**config.mk**
```make
export PLATFORM = sky130hd
export DESIGN_NAME = legv8_multicycle_ctrl
export DESIGN_NICKNAME = d
export VERILOG_FILES = /design/src/rtl/legv8_multicycle_ctrl.sv
export SDC_FILE = /design/constraint.sdc
export NUM_CORES = 1
export LEC_CHECK = 0
export BUFFER_PORTS_ARGS = -buffer_cell sky130_fd_sc_hd__buf_2
export CAP_MARGIN = 40
export CORE_MARGIN = 2
export CORE_UTILIZATION = 50
export CTS_CLUSTER_DIAMETER = 30
export CTS_CLUSTER_SIZE = 30
export DETAILED_ROUTE_END_ITERATION = 6
export PLACE_DENSITY = 0.77
export RECOVER_POWER = 100
export SYNTH_ARGS = -nofsm -noshare
export SYNTH_HDL_FRONTEND = slang
export SYNTH_SLANG_ARGS = --single-unit
```
**constraint.sdc**
```tcl
create_clock -name CLK -period 2 [get_ports CLK]
set_input_delay 0.1 -clock CLK [delete_from_list [all_inputs] [get_ports CLK]]
set_output_delay 0.1 -clock CLK [all_outputs]
set_load 0.03 [all_outputs]
```
**src/rtl/legv8_multicycle_ctrl.sv**
```systemverilog
// Multicycle control sequencer for the LEGv8 shared-ALU/shared-memory datapath.
// Steps FETCH/DECODE/EXEC/MEM/WB, drives datapath strobes, and faults on stalled memory handshakes.
module legv8_multicycle_ctrl #(
  parameter int unsigned WAIT_LIMIT = 255
) (
  input  logic        CLK,
  input  logic        Reset,
  input  logic [10:0] Opcode,
  input  logic        Zero,
  input  logic        IMemReady,
  input  logic        DMemReady,
  output logic        IRWrite,
  output logic        PCWrite,
  output logic        PCSrc,
  output logic [1:0]  SignOp,
  output logic        ALUSrc,
  output logic [1:0]  ALUOp,
  output logic        Reg2Loc,
  output logic        MemRead,
  output logic        MemWrite,
  output logic        MemToReg,
  output logic        RegWrite,
  output logic        Illegal,
  output logic        Fault
);

  typedef enum logic [2:0] {
    S_FETCH, S_DECODE, S_EXEC, S_MEM, S_WB, S_HALT
  } state_t;

  typedef enum logic [2:0] {
    C_LDUR, C_STUR, C_RTYPE, C_ITYPE, C_CBZ, C_B
  } cls_t;

  localparam logic [15:0] WAIT_MAX = 16'(WAIT_LIMIT);

  state_t      state, state_d;
  cls_t        cls, cls_d;
  logic [15:0] wait_cnt, wait_cnt_d, wait_inc;
  logic        fault, fault_d;

  cls_t        dec_cls;
  logic        dec_ok;
  logic        drive_cls;
  logic        waiting;

  assign wait_inc = wait_cnt + 16'd1;

  // Opcode is only meaningful in DECODE; everything later uses the latched class.
  always_comb begin
    dec_cls = C_LDUR;
    dec_ok  = 1'b1;
    casez (Opcode)
      11'b11111000010: dec_cls = C_LDUR;
      11'b11111000000: dec_cls = C_STUR;
      11'b10001011000,
      11'b11001011000,
      11'b10001010000,
      11'b10101010000: dec_cls = C_RTYPE;
      11'b1001000100?,
      11'b1101000100?: dec_cls = C_ITYPE;
      11'b10110100???: dec_cls = C_CBZ;
      11'b000101?????: dec_cls = C_B;
      default:         dec_ok  = 1'b0;
    endcase
  end

  // NOTE: sequential state uses non-blocking assignments so every register
  // samples the pre-edge values computed by the combinational block.
  always_ff @(posedge CLK) begin
    if (Reset) begin
      state    <= S_FETCH;
      cls      <= C_LDUR;
      wait_cnt <= '0;
      fault    <= 1'b0;
    end else begin
      state    <= state_d;
      cls      <= cls_d;
      wait_cnt <= wait_cnt_d;
      fault    <= fault_d;
    end
  end

  // NOTE: every signal written here gets a default first so no path through
  // the case statement leaves one unassigned and infers a latch.
  always_comb begin
    state_d    = state;
    cls_d      = cls;
    wait_cnt_d = '0;
    fault_d    = fault;
    drive_cls  = 1'b0;
    waiting    = 1'b0;
    IRWrite    = 1'b0;
    PCWrite    = 1'b0;
    PCSrc      = 1'b0;
    SignOp     = 2'b00;
    ALUSrc     = 1'b0;
    ALUOp      = 2'b00;
    Reg2Loc    = 1'b0;
    MemRead    = 1'b0;
    MemWrite   = 1'b0;
    MemToReg   = 1'b0;
    RegWrite   = 1'b0;
    Illegal    = 1'b0;

    case (state)
      S_FETCH: begin
        if (IMemReady) begin
          IRWrite = 1'b1;
          state_d = S_DECODE;
        end else begin
          waiting = 1'b1;
        end
      end
      S_DECODE: begin
        if (dec_ok) begin
          cls_d   = dec_cls;
          state_d = S_EXEC;
        end else begin
          Illegal = 1'b1;
          PCWrite = 1'b1;
          state_d = S_FETCH;
        end
      end
      S_EXEC: begin
        drive_cls = 1'b1;
        case (cls)
          C_B: begin
            PCWrite = 1'b1;
            PCSrc   = 1'b1;
            state_d = S_FETCH;
          end
          C_CBZ: begin
            PCWrite = 1'b1;
            PCSrc   = Zero;
            state_d = S_FETCH;
          end
          C_LDUR, C_STUR: state_d = S_MEM;
          default:        state_d = S_WB;
        endcase
      end
      S_MEM: begin
        drive_cls = 1'b1;
        MemRead   = (cls == C_LDUR);
        MemWrite  = (cls == C_STUR);
        if (DMemReady) begin
          if (cls == C_STUR) begin
            PCWrite = 1'b1;
            state_d = S_FETCH;
          end else begin
            state_d = S_WB;
          end
        end else begin
          waiting = 1'b1;
        end
      end
      S_WB: begin
        drive_cls = 1'b1;
        RegWrite  = 1'b1;
        MemToReg  = (cls == C_LDUR);
        PCWrite   = 1'b1;
        state_d   = S_FETCH;
      end
      default: ;
    endcase

    // A ready in the cycle the count would reach the limit never gets here.
    if (waiting) begin
      if (wait_inc == WAIT_MAX) begin
        state_d = S_HALT;
        fault_d = 1'b1;
      end else begin
        wait_cnt_d = wait_inc;
      end
    end

    if (drive_cls) begin
      ALUSrc  = (cls == C_LDUR) || (cls == C_STUR) || (cls == C_ITYPE);
      Reg2Loc = (cls == C_STUR) || (cls == C_CBZ);
      case (cls)
        C_ITYPE: SignOp = 2'b01;
        C_CBZ:   SignOp = 2'b10;
        C_B:     SignOp = 2'b11;
        default: SignOp = 2'b00;
      endcase
      case (cls)
        C_CBZ:            ALUOp = 2'b01;
        C_RTYPE, C_ITYPE: ALUOp = 2'b10;
        default:          ALUOp = 2'b00;
      endcase
    end

    // Reset masks every strobe in the same cycle so no partial write escapes.
    if (Reset) begin
      IRWrite  = 1'b0;
      PCWrite  = 1'b0;
      PCSrc    = 1'b0;
      SignOp   = 2'b00;
      ALUSrc   = 1'b0;
      ALUOp    = 2'b00;
      Reg2Loc  = 1'b0;
      MemRead  = 1'b0;
      MemWrite = 1'b0;
      MemToReg = 1'b0;
      RegWrite = 1'b0;
      Illegal  = 1'b0;
    end
  end

  assign Fault = fault & ~Reset;

endmodule
```
=== Yosys cells after proc, flatten, opt, wreduce, memory -nomap -nowiden ===
Cells that the tools add are included.

* $add $sub $neg: 1
* Multipliers: 0
* Div/mod/pow operators: 0
* Order comparisons: 0
* Eq/ne operators: 20
* Shifts and indexed selects: 0
* Multiplexer cells: 46
* Bitwise operators: 3
* Reduce and logical (&&, ||, !) cells: 15

{| class="wikitable"
|+ Operators by type and width
! operator !! number
|-
| $eq 11x11->1 const B || 6
|-
| $pmux 3 s5 || 2
|-
| $mux 1 || 28
|-
| $eq 10x10->1 const B || 2
|-
| $add 16x1->16 const B || 1
|-
| $eq 16x8->1 const B || 1
|-
| $mux 3 || 5
|-
| $eq 3x2->1 const B || 4
|-
| $mux 2 || 5
|-
| $reduce_or 10->1 || 1
|-
| $eq 3x3->1 const B || 3
|-
| $eq 8x8->1 const B || 1
|-
| $reduce_or 2->1 || 4
|-
| $eq 3x1->1 const B || 2
|-
| $eq 6x3->1 const B || 1
|-
| $logic_not 3->1 || 2
|-
| $pmux 2 s3 || 1
|-
| $pmux 3 s2 || 1
|-
| $reduce_or 3->1 || 2
|-
| $pmux 1 s2 || 2
|-
| $pmux 1 s4 || 1
|-
| $pmux 2 s2 || 1
|-
| $reduce_and 2->1 || 2
|-
| $reduce_or 4->1 || 1
|-
| 3 further kinds || 6
|}

* Register bits: 23
* Latch bits: 0
* RAM bits: 0
* Memory bits (read-only): 0
* Input port bits: 16
* Output and inout bits: 15
* Logic and storage cells: 89
* Memories kept: 0

=== Logic depth before layout (Yosys ltp) ===
Gate-level depths: netlist of the first run.

* Depth in word-level cells: 7
* Depth in mapped cells: 8
* Mapped depth without buffers: 8

=== Least setup slack after synthesis of the first run ===
Ideal clock, no wire load.

* Kind: register to register
* Start point: register wait_cnt[0]
* End point: register wait_cnt[3]
* Library setup time: 0.130 ns
* Arrival time: 2.044 ns
* Data required time: 1.870 ns
* Slack: -0.174 ns
* Cell stages (with the launch flop): 8
* Buffers on the path: 0
* Period minus slack after synthesis: 2.174 ns
* Cells stage by stage: dfxtp_1 -> ha_1 -> nand3_4 -> nor4_4 -> mux2i_1 -> nand4_1 -> o311ai_4 -> nor2_1

* Longest elaborated chain between the ends: 3

{| class="wikitable"
|+ Ends and longest elaborated chain
! what !! line !! source
|-
| from (decl) || 39 || <nowiki>logic [15:0] wait_cnt, wait_cnt_d, wait_inc;</nowiki>
|-
| from (signal assigned) || 79 || <nowiki>wait_cnt <= wait_cnt_d;</nowiki>
|-
| $add 16x1->16 (*) || 47 || <nowiki>assign wait_inc = wait_cnt + 16'd1;</nowiki>
|-
| $eq 16x8->1 || 169 || <nowiki>if (wait_inc == WAIT_MAX) begin</nowiki>
|-
| $reduce_or 3->1 (no source line) || -- ||
|}

Every way passes the cells marked *; elsewhere a longest branch is shown, timed or not.
A chain may end at the register's enable or synchronous reset.

=== Worst setup path in the final report of the first run ===
* Start point: register wait_cnt[0]
* End point: register state[2]

* Longest elaborated chain between the ends: 4

{| class="wikitable"
|+ Ends and longest elaborated chain
! what !! line !! source
|-
| $add 16x1->16 || 47 ||
|-
| $eq 16x8->1 || 169 ||
|-
| $mux 3 || 169 ||
|-
| $mux 3 || 168 || <nowiki>if (waiting) begin</nowiki>
|-
| to (signal assigned) || 77 || <nowiki>state <= state_d;</nowiki>
|-
| to (decl) || 37 || <nowiki>state_t state, state_d;</nowiki>
|}

Every way passes these cells.

==> results.yml, run 1 <==
drt:
  final_antenna_net_count: 0
  wl_per_cell_um: 13.3
  via_per_inst: 5.49
  drc: 0
  maxUsedRoutingLayer: "met4"
  first_iter_violations: 128
  drtPass1Iterations: 4
  routed_wl_um: 4200
  dr_wl_met3_um: 173
  drt-met1-wl_um: 1880
  vias: 1735
  dr_wl_met2_um: 2090
yosys:
  synthFlopType: "dfxtp_1"
  synth_edf_count: 0
  synth-seq-area-share_pct: 26.2
  synth_async_sr_flop_share_pct: 0
  synth_area_um2: 1760
  netlist_instances: 221
  yosys.area.top_type: "dfxtp_1"
  synth_seq_cells: 23
  ys_types: 55
  synth_warnings: 0
  synth_fp_nets: 239
  ys_top_cells_by_area: "dfxtp_1 26%, nor2_1 7.1%, xnor2_1 5.5%"
  avgSynthCellArea_um2: 7.94
  yosys.area.top_type_share_pct: 26.2
timing:
  relSlewSlack_pct: 73.7
  slew_violations: 0
  fin_crit_sh_pct: 97.3
  rsz0062_at_grt: "true"
  final-setup-viol-count: 0
  fin_ws_ns: 0.0533
  hold_violations: 0
  fmax_ghz: 0.514
  min_period_ns: 1.95
  clock_skew_ns: 0.00695
  worst_pin_slew_ns: 0.392
critical_path:
  cpPeakStageDelay_ns: 0.57
  r2r-start: "wait_cnt[0]$_SDFF_PP0_"
  critical_path.max_fanout: 5
  slowest_stage: "or4_4"
  worst_path_most_repeated_cell: "buf_4"
  cp-startpoint: "wait_cnt[0]$_SDFF_PP0_"
  crit_type: "reg2reg"
  cp.required_ns: 2.25
  worstPathArrival_ns: 2.20
  worstSetupStartpointType: "flip-flop"
  cp_cell_sequence: "buf_4 -> nand4_2 -> buf_4 -> nor3_4 -> a31oi_4 -> or4_4 -> o21ai_2"
  cp-end-kind: "flip-flop"
power_and_ir_drop:
  p_total_uw: 782
  power_density_nw_per_um2: 350
  p_leak_uw: 0.000883
  ir_worst_vdd_mv: 0.233
run:
  cap_violations: 0
finish:
  num_antenna_cells: 0
  fillers: 303
  multi_input_area_um2: 1280
  regArea_um2: 483
  drive_gt1_share_pct: 37.0
  syn2layout_area_growth_pct: 27.4
  nets: 289
clock_tree:
  htreeDepth: 1
  cts.clk_slew.worst_paths_ns: 0.13
  cts_buffers: 3
  root_buffer: "clkbuf_4"
  cts_tree: "done"
  cts_sinks: 23
  clock_latency_ns: 0.31
  cts_buffer_depth: 2
global_routing:
  antenna_found_initial: 0
  grt_pass1_vias: 1668
  grt_pass1_wl_um: 7160
  grt_overflow: 0
  grt_max_degree: 13
  grt_use_total_pct: 21.9
placement:
  hpwlAfterDp_um: 3140
  place_ws_ns: 0.0131
  portBuffers: 30
  gp_congestion: 0.854
die:
  dieArea_um2: 4000
  row_count: 21
  coreArea_um2: 3360
  fp.dieW_um: 63.3
  ios: 31
  initial_utilization_pct: 52.2
  die_h_um: 63.3
worst_hold_path:
  hp-class: "in2reg"
  hp-start: "Reset"
status:
  status: "finished clean"
-- layout make-up --
type / instances / area share [%]
Timing Repair Buffer: 57 / 16.2
Inverter: 7 / 1.18
Multi-Input combinational cell: 179 / 57.2
Sequential cell: 23 / 21.6
Tap cell: 46 / 2.57
Clock buffer: 4 / 1.18
-- kinds of logic after synthesis --
kind of cell | Yosys count | share of synthesized area, %
AND/OR/NAND/NOR | 115 | 38.4
AO/OA/AOI/OAI | 41 | 18.7
flip-flops | 23 | 26.2
buffers and inverters | 19 | 4.42
XOR/XNOR | 17 | 8.48
multiplexers | 4 | 2.35
adder cells (fa/ha/maj) | 2 | 1.43
-- stage by stage --
stage                     cells  hold WS [ns]  area (µm²)  setup TNS [ns]  util, %
after floorplan             221         0.382        1780               0        -
after global placement      310         0.426        2120               0     63.0
after detailed placement    310         0.439        2120               0     63.0
after CTS                   314        0.0998        2150               0     63.9
after global routing        316        0.0967        2240          -0.244     66.5
final                       316         0.116        2240               0     66.5
-- flip-flops by register name (all words and copies together), names as in the netlist --
signal and cells:
fault 1, state 3, cls 3, wait_cnt 16
-- report_power, final --
part | switching (µW) | internal, µW
combinational | 56.4 | 43.4
sequential | 6.41 | 459
clock | 139 | 78.0
-- critical path: cells and delay by family (launching register included) --
kind,cells,cell delay [ns]
AOI/OAI and AO/OA,2,0.24
DFF,1,0.39
buffers and inverters,2,0.30
and+or+nand+nor,3,0.95
-- what timing repair did --
item | in CTS | in global routing
pin swaps | 0 | 6
gates resized for setup | 1 | 21
setup endpoints to repair | 6 | 18
buffers inserted | 0 | 2
hold buffers | 0 | 0
-- synth_stat cells, types with 4 or more instances --
cell type and number:
nor2b_1 4, xnor2_1 11, nand3_1 11, and3_1 4, nor2_1 33, dfxtp_1 23, o21ai_0 8, clkbuf_1 7
nor3_1 11, xor2_1 6, nor4bb_1 4, nand2b_1 6, a211oi_1 4, a21oi_1 7, buf_2 5, nand2_1 18
inv_1 7
-- path summary, 6_finish.rpt --
path / endpoint / slack [ns] / cells after the start
setup reg to reg: state[2]$_SDFF_PP0_ / 0.05 / 7
setup / recovery: state[2]$_SDFF_PP0_ / 0.05 / 7
hold / removal: cls[0]$_SDFFE_PP0P_ / 0.12 / 2
hold reg to reg: wait_cnt[6]$_SDFF_PP0_ / 0.54 / 2
-- cells in the final DEF (no fill, tap or decap), drive strengths merged, types with 10 or more instances in the layout --
cell type / n
nor3: 13
xnor2: 11
dfxtp: 23
buf: 56
o21ai: 10
nor2: 33
nand2: 18
nand3: 12
-- per-layer routing --
metal,vias up,global-route usage (%)
met5,-,0
met4,0,7.88
met3,6,2.86
met2,44,38.8
met1,793,27.1
li1,892,-
Power figures use the tool's default switching activity.
==> run 2, diff against run 1 <==
--- a/config.mk
+++ b/config.mk
@@ -12,7 +12,7 @@
 export CTS_CLUSTER_DIAMETER = 30
 export CTS_CLUSTER_SIZE = 30
 export DETAILED_ROUTE_END_ITERATION = 6
-export PLACE_DENSITY = 0.77
+export PLACE_DENSITY = 0.76
 export RECOVER_POWER = 100
 export SYNTH_ARGS = -nofsm -noshare
 export SYNTH_HDL_FRONTEND = slang
==> run 2 against run 1 <==
Net effect: the run now ends with setup timing left; critical endpoint is now wait_cnt[6]$_SDFF_PP0_; hold slack got worse by 0.027 ns; power rose by 1.4%; sequential share of layout area fell by 0.37 points; count of clock-buffer cells in the layout did not move; via count rose by 0.17%; largest power group unchanged; clock skew fell by 0.0041 ns; global-route usage rose by 1.1 points; non-clock buffer count rose by 7; wire length rose by 1.1%; sequential power barely moved; die area did not move.
==> results.yml, run 2 (same netlist as run 1, synthesis figures left out) <==
status:
  status: "complete, but fails checks"
  violations: "setup timing"
drt:
  final_antenna_net_count: 0
  drc: 0
  wl_per_cell_um: 13.1
  drtPass1Iterations: 4
  vias: 1738
  first_iter_violations: 141
  via_per_inst: 5.38
  routed_wl_um: 4240
critical_path:
  cp-end-kind: "flip-flop"
  cpPeakStageDelay_ns: 0.38
  r2r-start: "wait_cnt[0]$_SDFF_PP0_"
  cp.required_ns: 2.22
  slowest_stage: "dfxtp_2"
  crit_type: "reg2reg"
  reg2reg_to: "wait_cnt[6]$_SDFF_PP0_"
  rrSetupSlack_ns: -0.01
  worstSetupStartpointType: "flip-flop"
  critical_path.max_fanout: 8
  path_delay_family: "simple AND/OR/NAND/NOR gates"
  path_depth: 8
  worstPathArrival_ns: 2.23
  ff2ff_path_depth: 8
  cp_cell_sequence: "ha_4 -> nand3_4 -> nor4_4 -> mux2i_1 -> nand4_1 -> o311ai_4 -> buf_6 -> a21oi_1"
  worst-path-buf-inv: 1
finish:
  num_antenna_cells: 0
  syn2layout_area_growth_pct: 27.6
  final_area_um2: 2240
  top_register: "wait_cnt"
  drive_gt1_share_pct: 33.6
  mostFrequentLayoutCells: "33 x nor2_1, 32 x buf_4, 18 x nand2_1, 18 x buf_2, 13 x dfxtp_1"
  largestRegisters: "wait_cnt x16, cls x3, state x3"
  fillers: 294
  final_common_cell: "nor2_1"
  largest_register_ffs: 16
  postLayoutCoreUtil_pct: 66.6
  nets: 296
power_and_ir_drop:
  p_total_uw: 793
  p_leak_uw: 0.000881
  ir_worst_vdd_mv: 0.192
  power_density_nw_per_um2: 354
clock_tree:
  cts_buffer_depth: 2
  cts_buffers: 3
  htreeDepth: 1
  cts.clk_slew.worst_paths_ns: 0.13
  root_buffer: "clkbuf_4"
  holdBufCountCts: 0
  cts_tree: "done"
  cts_sinks: 23
  clock_latency_ns: 0.32
global_routing:
  grt_pass1_vias: 1666
  grt_pass1_wl_um: 7410
  grt_overflow: 0
  grt_max_degree: 13
  use_met2_pct: 41.4
  grt_use_total_pct: 23.0
  met3_usage_pct: 3.21
  grt_use_met1_pct: 28.1
  antenna_found_initial: 0
  grt_busiest_layer: "met2"
die:
  coreArea_um2: 3360
  fp.dieW_um: 63.3
  initial_utilization_pct: 52.2
  dieArea_um2: 4000
  row_count: 21
  ios: 31
  die_h_um: 63.3
timing:
  fin_ws_ns: -0.0105
  hold_violations: 0
  fin_crit_sh_pct: 101
  final-setup-viol-count: 8
  setup_tns_ns: -0.0573
  min_period_ns: 2.01
  fmax_ghz: 0.497
  clock_skew_ns: 0.00285
  rsz0062_at_grt: "true"
  worst_pin_slew_ns: 0.433
  slew_violations: 0
  relSlewSlack_pct: 70.9
worst_hold_path:
  hp-start: "Reset"
  whs_path_depth: 2
  hp-class: "in2reg"
  hold_path_end: "cls[1]$_SDFFE_PP0P_"
placement:
  hpwlAfterDp_um: 3160
  portBuffers: 30
  gp_congestion: 0.864
  postPlaceCellArea_um2: 2130
run:
  cap_violations: 0
[run 2: cell types whose count changed in the layout (fill, tap and decap cells not counted), sizes merged]
| cell | delta |
|---|---|
| buf | -5 |
| clkbuf | +12 |
[run 2: worst reg2reg max path, stage by stage (launching register included)]
cell and delay, ns:
dfxtp_2 0.38, ha_4 0.18, nand3_4 0.11, nor4_4 0.21, mux2i_1 0.27, nand4_1 0.20
o311ai_4 0.34, buf_6 0.17, a21oi_1 0.04
[run 2: power by group]
part           switching [µW]  internal, µW
Sequential               5.01           460
Clock                     150          78.2
Combinational            58.2          41.6
[run 2: layout make-up]
type / count / area (µm²) / area share, %
multi-input combinational: 179 / 1260 / 56.2
timing repair buffer: 64 / 395 / 17.7
inverter: 7 / 26.3 / 1.17
clock buffer: 4 / 26.3 / 1.17
sequential: 23 / 475 / 21.2
tap: 46 / 57.6 / 2.57
[run 2: worst max-delay path by stage]
stage	end	from	slack (ns)
floorplan	wait_cnt[4]$_SDFF_PP0_	wait_cnt[3]$_SDFF_PP0_	0.02
global placement	wait_cnt[2]$_SDFF_PP0_	wait_cnt[0]$_SDFF_PP0_	-0.001
detailed placement	wait_cnt[0]$_SDFF_PP0_	wait_cnt[0]$_SDFF_PP0_	-0.02
CTS	wait_cnt[0]$_SDFF_PP0_	wait_cnt[0]$_SDFF_PP0_	-0.008
global route	wait_cnt[2]$_SDFF_PP0_	wait_cnt[1]$_SDFF_PP0_	-0.15
finish	wait_cnt[6]$_SDFF_PP0_	wait_cnt[0]$_SDFF_PP0_	-0.01
[run 2: what timing repair did]
action / CTS / global route
setup buffers: 7 / 1
setup endpoints to repair: 8 / 18
resized for setup: 2 / 10
pin swaps: 1 / 1
[run 2: per-stage QoR]
stage | std cells | hold WS [ns] | worst slack, ns
after global placement | 311 | 0.428 | -0.00127
after CTS | 322 | 0.0931 | -0.00780
final | 323 | 0.0888 | -0.0105
after detailed placement | 311 | 0.436 | -0.0223
after floorplan | 221 | 0.382 | 0.0238
after global routing | 323 | 0.0902 | -0.147
[run 2: metal layers]
metal  vias to the layer above  part of all wire (%)
li1                        910                     -
met1                       790                    45
met2                        33                    50
met3                         5                   3.4
met4                         0                   1.1
met5                         -                     0
